**config.mk**
```make
export PLATFORM = sky130hd
export DESIGN_NAME = operand_fetch
export DESIGN_NICKNAME = d
export VERILOG_FILES = /design/src/rtl/cpu_pkg.sv /design/src/rtl/reg_scoreboard.sv /design/src/rtl/operand_fetch.sv
export SDC_FILE = /design/constraint.sdc
export NUM_CORES = 1
export LEC_CHECK = 0
export ABC_AREA = 1
export CAP_MARGIN = 20
export CORE_ASPECT_RATIO = 2
export CORE_MARGIN = 2
export CORE_UTILIZATION = 43
export DETAILED_ROUTE_END_ITERATION = 10
export PLACE_DENSITY = 0.83
export SLEW_MARGIN = 30
export SYNTH_ARGS = -nofsm -noshare
export SYNTH_HDL_FRONTEND = slang
export SYNTH_HIERARCHICAL = 1
export SYNTH_SLANG_ARGS = --single-unit
```
**constraint.sdc**
```tcl
create_clock -name clk -period 3.2 [get_ports clk]
set_input_delay 0.32 -clock clk [delete_from_list [all_inputs] [get_ports clk]]
set_output_delay 0.32 -clock clk [all_outputs]
set_load 0.02 [all_outputs]
```
**src/rtl/cpu_pkg.sv**
```systemverilog
// Shared CPU definitions: datapath widths, register/word types and the
// byte-lane merge used by both the register file and the operand bypass.
package cpu_pkg;

    localparam int DW    = 32;
    localparam int AW    = 5;
    localparam int NREG  = 32;
    localparam int NBYTE = 4;

    typedef logic [AW-1:0]    reg_addr_t;
    typedef logic [DW-1:0]    word_t;
    typedef logic [NBYTE-1:0] byte_en_t;

    typedef enum logic [0:0] {
        OF_EMPTY = 1'b0,
        OF_FULL  = 1'b1
    } of_state_t;

    // Replace each byte lane of old_w whose enable is set with the lane from new_w.
    function automatic word_t byte_merge(input word_t old_w, input word_t new_w, input byte_en_t we);
        word_t merged;
        merged = old_w;
        for (int i = 0; i < NBYTE; i++) begin
            if (we[i]) begin
                merged[8*i +: 8] = new_w[8*i +: 8];
            end else begin
                merged[8*i +: 8] = old_w[8*i +: 8];
            end
        end
        return merged;
    endfunction

endpackage

```
**src/rtl/reg_scoreboard.sv**
```systemverilog
// Pending-write scoreboard: one bit per architectural register, set when an
// instruction with a destination is issued and cleared by its write-back.
// Lookups see the same-cycle write-back as already retired (pend_eff).
module reg_scoreboard
    import cpu_pkg::*;
(
    input  logic          clk,
    input  logic          rst,
    input  logic          set_en,
    input  logic [AW-1:0] set_addr,
    input  logic          clr_en,
    input  logic [AW-1:0] clr_addr,
    input  logic [AW-1:0] rs1_addr,
    input  logic [AW-1:0] rs2_addr,
    input  logic [AW-1:0] rd_addr,
    output logic          rs1_pend,
    output logic          rs2_pend,
    output logic          rd_pend
);

    logic [NREG-1:0] pending_r;
    logic [NREG-1:0] pend_eff_s;
    logic [NREG-1:0] pending_next_s;

    // Effective pending view: a write-back landing this cycle releases its register.
    always_comb begin
        pend_eff_s = pending_r;
        if (clr_en) begin
            pend_eff_s[clr_addr] = 1'b0;
        end else begin
            pend_eff_s = pending_r;
        end
        pend_eff_s[0] = 1'b0;
    end

    assign rs1_pend = pend_eff_s[rs1_addr];
    assign rs2_pend = pend_eff_s[rs2_addr];
    assign rd_pend  = pend_eff_s[rd_addr];

    // Next pending vector: clear first, then set, so a same-cycle set wins.
    always_comb begin
        pending_next_s = pend_eff_s;
        if (set_en) begin
            pending_next_s[set_addr] = 1'b1;
        end else begin
            pending_next_s = pend_eff_s;
        end
        pending_next_s[0] = 1'b0;
    end

    // Pending register state; register 0 never becomes pending.
    always_ff @(posedge clk) begin
        if (rst) begin
            pending_r <= {NREG{1'b0}};
        end else begin
            pending_r <= pending_next_s;
        end
    end

endmodule

```
**src/rtl/operand_fetch.sv**
```systemverilog
// Decode-side operand fetch: reads two sources from the register file,
// merges a same-cycle write-back into them, blocks on in-flight producers and
// hands a registered operand bundle to execute over valid/ready.
module operand_fetch
    import cpu_pkg::*;
(
    input  logic          clk,
    input  logic          rst,
    input  logic          in_valid,
    output logic          in_ready,
    input  logic [AW-1:0] in_rs1,
    input  logic [AW-1:0] in_rs2,
    input  logic [AW-1:0] in_rd,
    input  logic [3:0]    in_rd_we,
    output logic [AW-1:0] RR1,
    output logic [AW-1:0] RR2,
    input  logic [DW-1:0] RD1,
    input  logic [DW-1:0] RD2,
    input  logic          wb_valid,
    input  logic [AW-1:0] wb_addr,
    input  logic [3:0]    wb_we,
    input  logic [DW-1:0] wb_data,
    output logic          out_valid,
    input  logic          out_ready,
    output logic [DW-1:0] out_op1,
    output logic [DW-1:0] out_op2,
    output logic [AW-1:0] out_rd,
    output logic [3:0]    out_rd_we
);

    of_state_t     state_r;
    logic          out_valid_r;
    logic [DW-1:0] out_op1_r;
    logic [DW-1:0] out_op2_r;
    logic [AW-1:0] out_rd_r;
    logic [3:0]    out_rd_we_r;

    logic          rs1_pend_s;
    logic          rs2_pend_s;
    logic          rd_pend_s;
    logic          rd_writes_s;
    logic          hazard_s;
    logic          accept_s;
    logic          set_en_s;
    logic          clr_en_s;
    logic [DW-1:0] op1_s;
    logic [DW-1:0] op2_s;

    assign RR1 = in_rs1;
    assign RR2 = in_rs2;

    assign rd_writes_s = (in_rd_we != 4'd0) && (in_rd != {AW{1'b0}});
    assign clr_en_s    = wb_valid && (wb_we != 4'd0);
    assign set_en_s    = accept_s && rd_writes_s;

    reg_scoreboard u_scoreboard (
        .clk      (clk),
        .rst      (rst),
        .set_en   (set_en_s),
        .set_addr (in_rd),
        .clr_en   (clr_en_s),
        .clr_addr (wb_addr),
        .rs1_addr (in_rs1),
        .rs2_addr (in_rs2),
        .rd_addr  (in_rd),
        .rs1_pend (rs1_pend_s),
        .rs2_pend (rs2_pend_s),
        .rd_pend  (rd_pend_s)
    );

    // Issue gating: stall on a pending source or a pending destination (WAW).
    always_comb begin
        hazard_s = 1'b0;
        if (in_rs1 != {AW{1'b0}} && rs1_pend_s) begin
            hazard_s = 1'b1;
        end else if (in_rs2 != {AW{1'b0}} && rs2_pend_s) begin
            hazard_s = 1'b1;
        end else if (rd_writes_s && rd_pend_s) begin
            hazard_s = 1'b1;
        end else begin
            hazard_s = 1'b0;
        end
    end

    assign in_ready = ~hazard_s & (~out_valid_r | out_ready);
    assign accept_s = in_valid & in_ready;

    // Source 1 resolution: r0 is zero, otherwise merge any same-cycle write-back lanes.
    always_comb begin
        op1_s = RD1;
        if (in_rs1 == {AW{1'b0}}) begin
            op1_s = {DW{1'b0}};
        end else if (wb_valid && (wb_addr == in_rs1)) begin
            op1_s = byte_merge(RD1, wb_data, wb_we);
        end else begin
            op1_s = RD1;
        end
    end

    // Source 2 resolution: same rules as source 1.
    always_comb begin
        op2_s = RD2;
        if (in_rs2 == {AW{1'b0}}) begin
            op2_s = {DW{1'b0}};
        end else if (wb_valid && (wb_addr == in_rs2)) begin
            op2_s = byte_merge(RD2, wb_data, wb_we);
        end else begin
            op2_s = RD2;
        end
    end

    // Output stage FSM: load a bundle on accept, drain on out_ready, hold otherwise.
    always_ff @(posedge clk) begin
        if (rst) begin
            state_r     <= OF_EMPTY;
            out_valid_r <= 1'b0;
            out_op1_r   <= {DW{1'b0}};
            out_op2_r   <= {DW{1'b0}};
            out_rd_r    <= {AW{1'b0}};
            out_rd_we_r <= 4'd0;
        end else begin
            case (state_r)
                OF_EMPTY: begin
                    if (accept_s) begin
                        state_r     <= OF_FULL;
                        out_valid_r <= 1'b1;
                        out_op1_r   <= op1_s;
                        out_op2_r   <= op2_s;
                        out_rd_r    <= in_rd;
                        out_rd_we_r <= in_rd_we;
                    end else begin
                        state_r     <= OF_EMPTY;
                        out_valid_r <= 1'b0;
                    end
                end
                OF_FULL: begin
                    if (accept_s) begin
                        state_r     <= OF_FULL;
                        out_valid_r <= 1'b1;
                        out_op1_r   <= op1_s;
                        out_op2_r   <= op2_s;
                        out_rd_r    <= in_rd;
                        out_rd_we_r <= in_rd_we;
                    end else if (out_ready) begin
                        state_r     <= OF_EMPTY;
                        out_valid_r <= 1'b0;
                    end else begin
                        state_r     <= OF_FULL;
                        out_valid_r <= 1'b1;
                    end
                end
                default: begin
                    state_r     <= OF_EMPTY;
                    out_valid_r <= 1'b0;
                end
            endcase
        end
    end

    assign out_valid = out_valid_r;
    assign out_op1   = out_op1_r;
    assign out_op2   = out_op2_r;
    assign out_rd    = out_rd_r;
    assign out_rd_we = out_rd_we_r;

endmodule

```
==> metrics <==
gpl congestion 1.06; vias 9374; critical path peak fanout 7; CTS Buffer Depth 2; top achievable clock speed 0.331 GHz; Mapped Nets 1357; WS Path Type primary input to output pin; buffers added on ports 213; I/O pins 214; vias in the first global route 8955; final critical-path share of the clock period 0.945; Worst setup SP type primary input; DP Cell Count 1677; die area 17500 um2; first-pass GRT wire length 46400 um; CTS Buf Count 9; hold depth 2; Syn Std Cell Area 7050 um2; DRC viols 0; flop-to-flop setup slack 0.85 ns; fin crit period 3.02 ns; peak supply drop 290 uV; die width 94.5 um; Net Switching 1220 uW; Final nets 1619; Seq pwr share 0.378; DR WL/cell 18.1 um; synth warn 6; CTS tree yes; post-synthesis sequential area ratio 0.298; worst setup margin 0.176 ns; Clock power frac 0.305; Lkg Pwr 0.00480 uW; Slew @ Worst Pin 0.864 ns; post-DP HPWL 23500 um; synth top area cells dfxtp_1, nand2_1, nand3_1, a21oi_1, nand4_1; Finished Cell Area 10500 um2; Pint 2520 uW; Max Cap Violations 0; Layout Cells excl Fill 1702; Fin. Hold Viols 0; die height 185 um; FF-to-FF path depth 20; run status completed; Mapped Avg Cell Area 5.74 um2; CTS Hold Bufs 0; core box area 16200 um2; largest net degree at the start of global routing 106; area post-placement 10000 um2; EDFF count, synth 0; clock slew at reported path FFs 0.07 ns; Yosys top cell by area dfxtp_1; RSZ-0062 raised after global routing no; post-synth top area share 0.298; sinks on the clock net 105; DP Worst Slack -0.799 ns; register bit total from synthesis 105; Final Power 3740 uW; Setup Skew 0.00688 ns; fraction of layout cells with a size suffix above 1 0.132; GR Overflow Total 0; H-tree depth 3; Logic pwr share 0.317; Async S/R FF share, synth 0; cell count after synthesis 1228; hold crit path type flip-flop to flip-flop; CTS Root Cell clkbuf_16; Clock Latency Late Sink 0.35 ns; antenna viol nets, final 0; total global-route track usage 0.349; overall routed net length 30800 um; max-slew violation count 0; Via-to-Cell Ratio 5.51; Synth cell types 19; most frequent cells after synthesis nand2_1, nand3_1, a21oi_1, dfxtp_1, inv_1; Cell Rows 66; Iteration-0 DRC Markers 625; CP Capture Type output pin; synthesis-to-layout area growth 49.4%; # setup viols final 0; switching part of the total power 0.327; total power density per cell area 355 nW/um2; WP data required 2.88 ns; 1st-pass router iterations 8; initial antenna violation count 3; Top FF cell, synth dfxtp_1; Rel. slew slack 0.424; Critical Path AT 2.70 ns; count leader, synth nand2_1; Initial Util 0.435
-- layout make-up --
| class | instances | area (um2) |
|---|---|---|
| Antenna cell | 4 | 10.0 |
| Clock buffer | 11 | 243 |
| Clock inverter | 4 | 53.8 |
| Fill cell | 1551 | 5660 |
| Inverter | 114 | 428 |
| Multi-Input combinational cell | 929 | 4270 |
| Sequential cell | 105 | 2100 |
| Tap cell | 204 | 255 |
| Timing Repair Buffer | 331 | 3170 |
-- cells in the final DEF (no fill, tap or decap) --
master	count
nand2_2	20
nand2_1	432
clkbuf_16	9
o41a_1	1
o21ai_0	66
nor2_4	4
diode_2	4
buf_2	1
nor2_2	9
inv_1	102
clkdlybuf4s50_1	202
o21ai_1	12
o21ai_2	4
nor3_2	1
clkbuf_8	1
buf_6	3
buf_4	106
bufinv_16	1
clkinv_4	1
dfxtp_1	105
clkbuf_1	1
nand3_2	8
nor3_1	8
nand4_1	64
nor2_1	63
clkinvlp_4	2
nand3b_1	1
nor3_4	1
a21oi_1	101
a21oi_2	4
inv_2	12
nand3_1	130
dlymetal6s2s_1	8
clkdlybuf4s15_1	1
buf_12	10
-- power groups by stage --
stage | Sequential (uW) | Combinational [uW] | Clock, uW
floorplan | 1510 | 477 | 0
global placement | 1440 | 1130 | 0
detailed placement | 1440 | 1140 | 0
CTS | 1410 | 1160 | 1160
global route | 1420 | 1270 | 1200
finish | 1410 | 1190 | 1140
-- worst max-delay path: stages --
cell and delay [ns]:
clkdlybuf4s50_1 0.46, buf_4 0.18, nand3_2 0.11, buf_4 0.17
o21ai_1 0.17, buf_4 0.15, nand2_1 0.05, nand3_1 0.07
nand2_1 0.08, nand3_1 0.09, nand2_1 0.07, nand2_2 0.08
nand2_1 0.05, nand2_1 0.07, nand3_2 0.11, nor2_4 0.14
buf_4 0.11, buf_4 0.09, buf_2 0.14
-- cell families (layout without fill, tap and decap cells) --
family,Yosys count,count (layout),share of synthesized area
simple gates,741,741,0.448
compound gates,188,188,0.134
flops,105,105,0.298
other cells,0,4,0
buf+inv,194,460,0.119
-- state kept, by name, indices dropped and copies added (netlist names) --
register,count
u_scoreboard/pending_r,31
out_rd,5
out_valid,1
out_op2,32
out_op1,32
out_rd_we,4
-- final timing paths --
check	to	from
setup / recovery	in_ready	wb_addr[1]
hold / removal	out_op2[6]	out_op2[6]
setup reg to reg	u_scoreboard/pending_r[9]	u_scoreboard/pending_r[7]
hold reg to reg	out_op2[6]	out_op2[6]
-- metrics by stage --
step,TNS [ns],hold WS (ns),util
final,0,0.464,0.650
after global routing,0,0.484,0.650
after CTS,0,0.467,0.641
after detailed placement,-58.33,0.456,0.618
after global placement,-63.70,0.451,0.618
after floorplan,0,0.389,-
-- layer usage --
layer | vias up | track usage | wire [um]
met5 | - | 0 | 0
met4 | 0 | 0.315 | 2930
met3 | 161 | 0.0545 | 1980
met2 | 488 | 0.621 | 16000
met1 | 4200 | 0.336 | 9950
li1 | 4525 | - | -
-- repair_timing --
item | CTS | global route
buffers inserted | 2 | 4
gates resized for setup | 30 | 40
pin swaps | 5 | 22
endpoints found under the setup margin | 106 | 103
(Power assumes the default switching activity.)
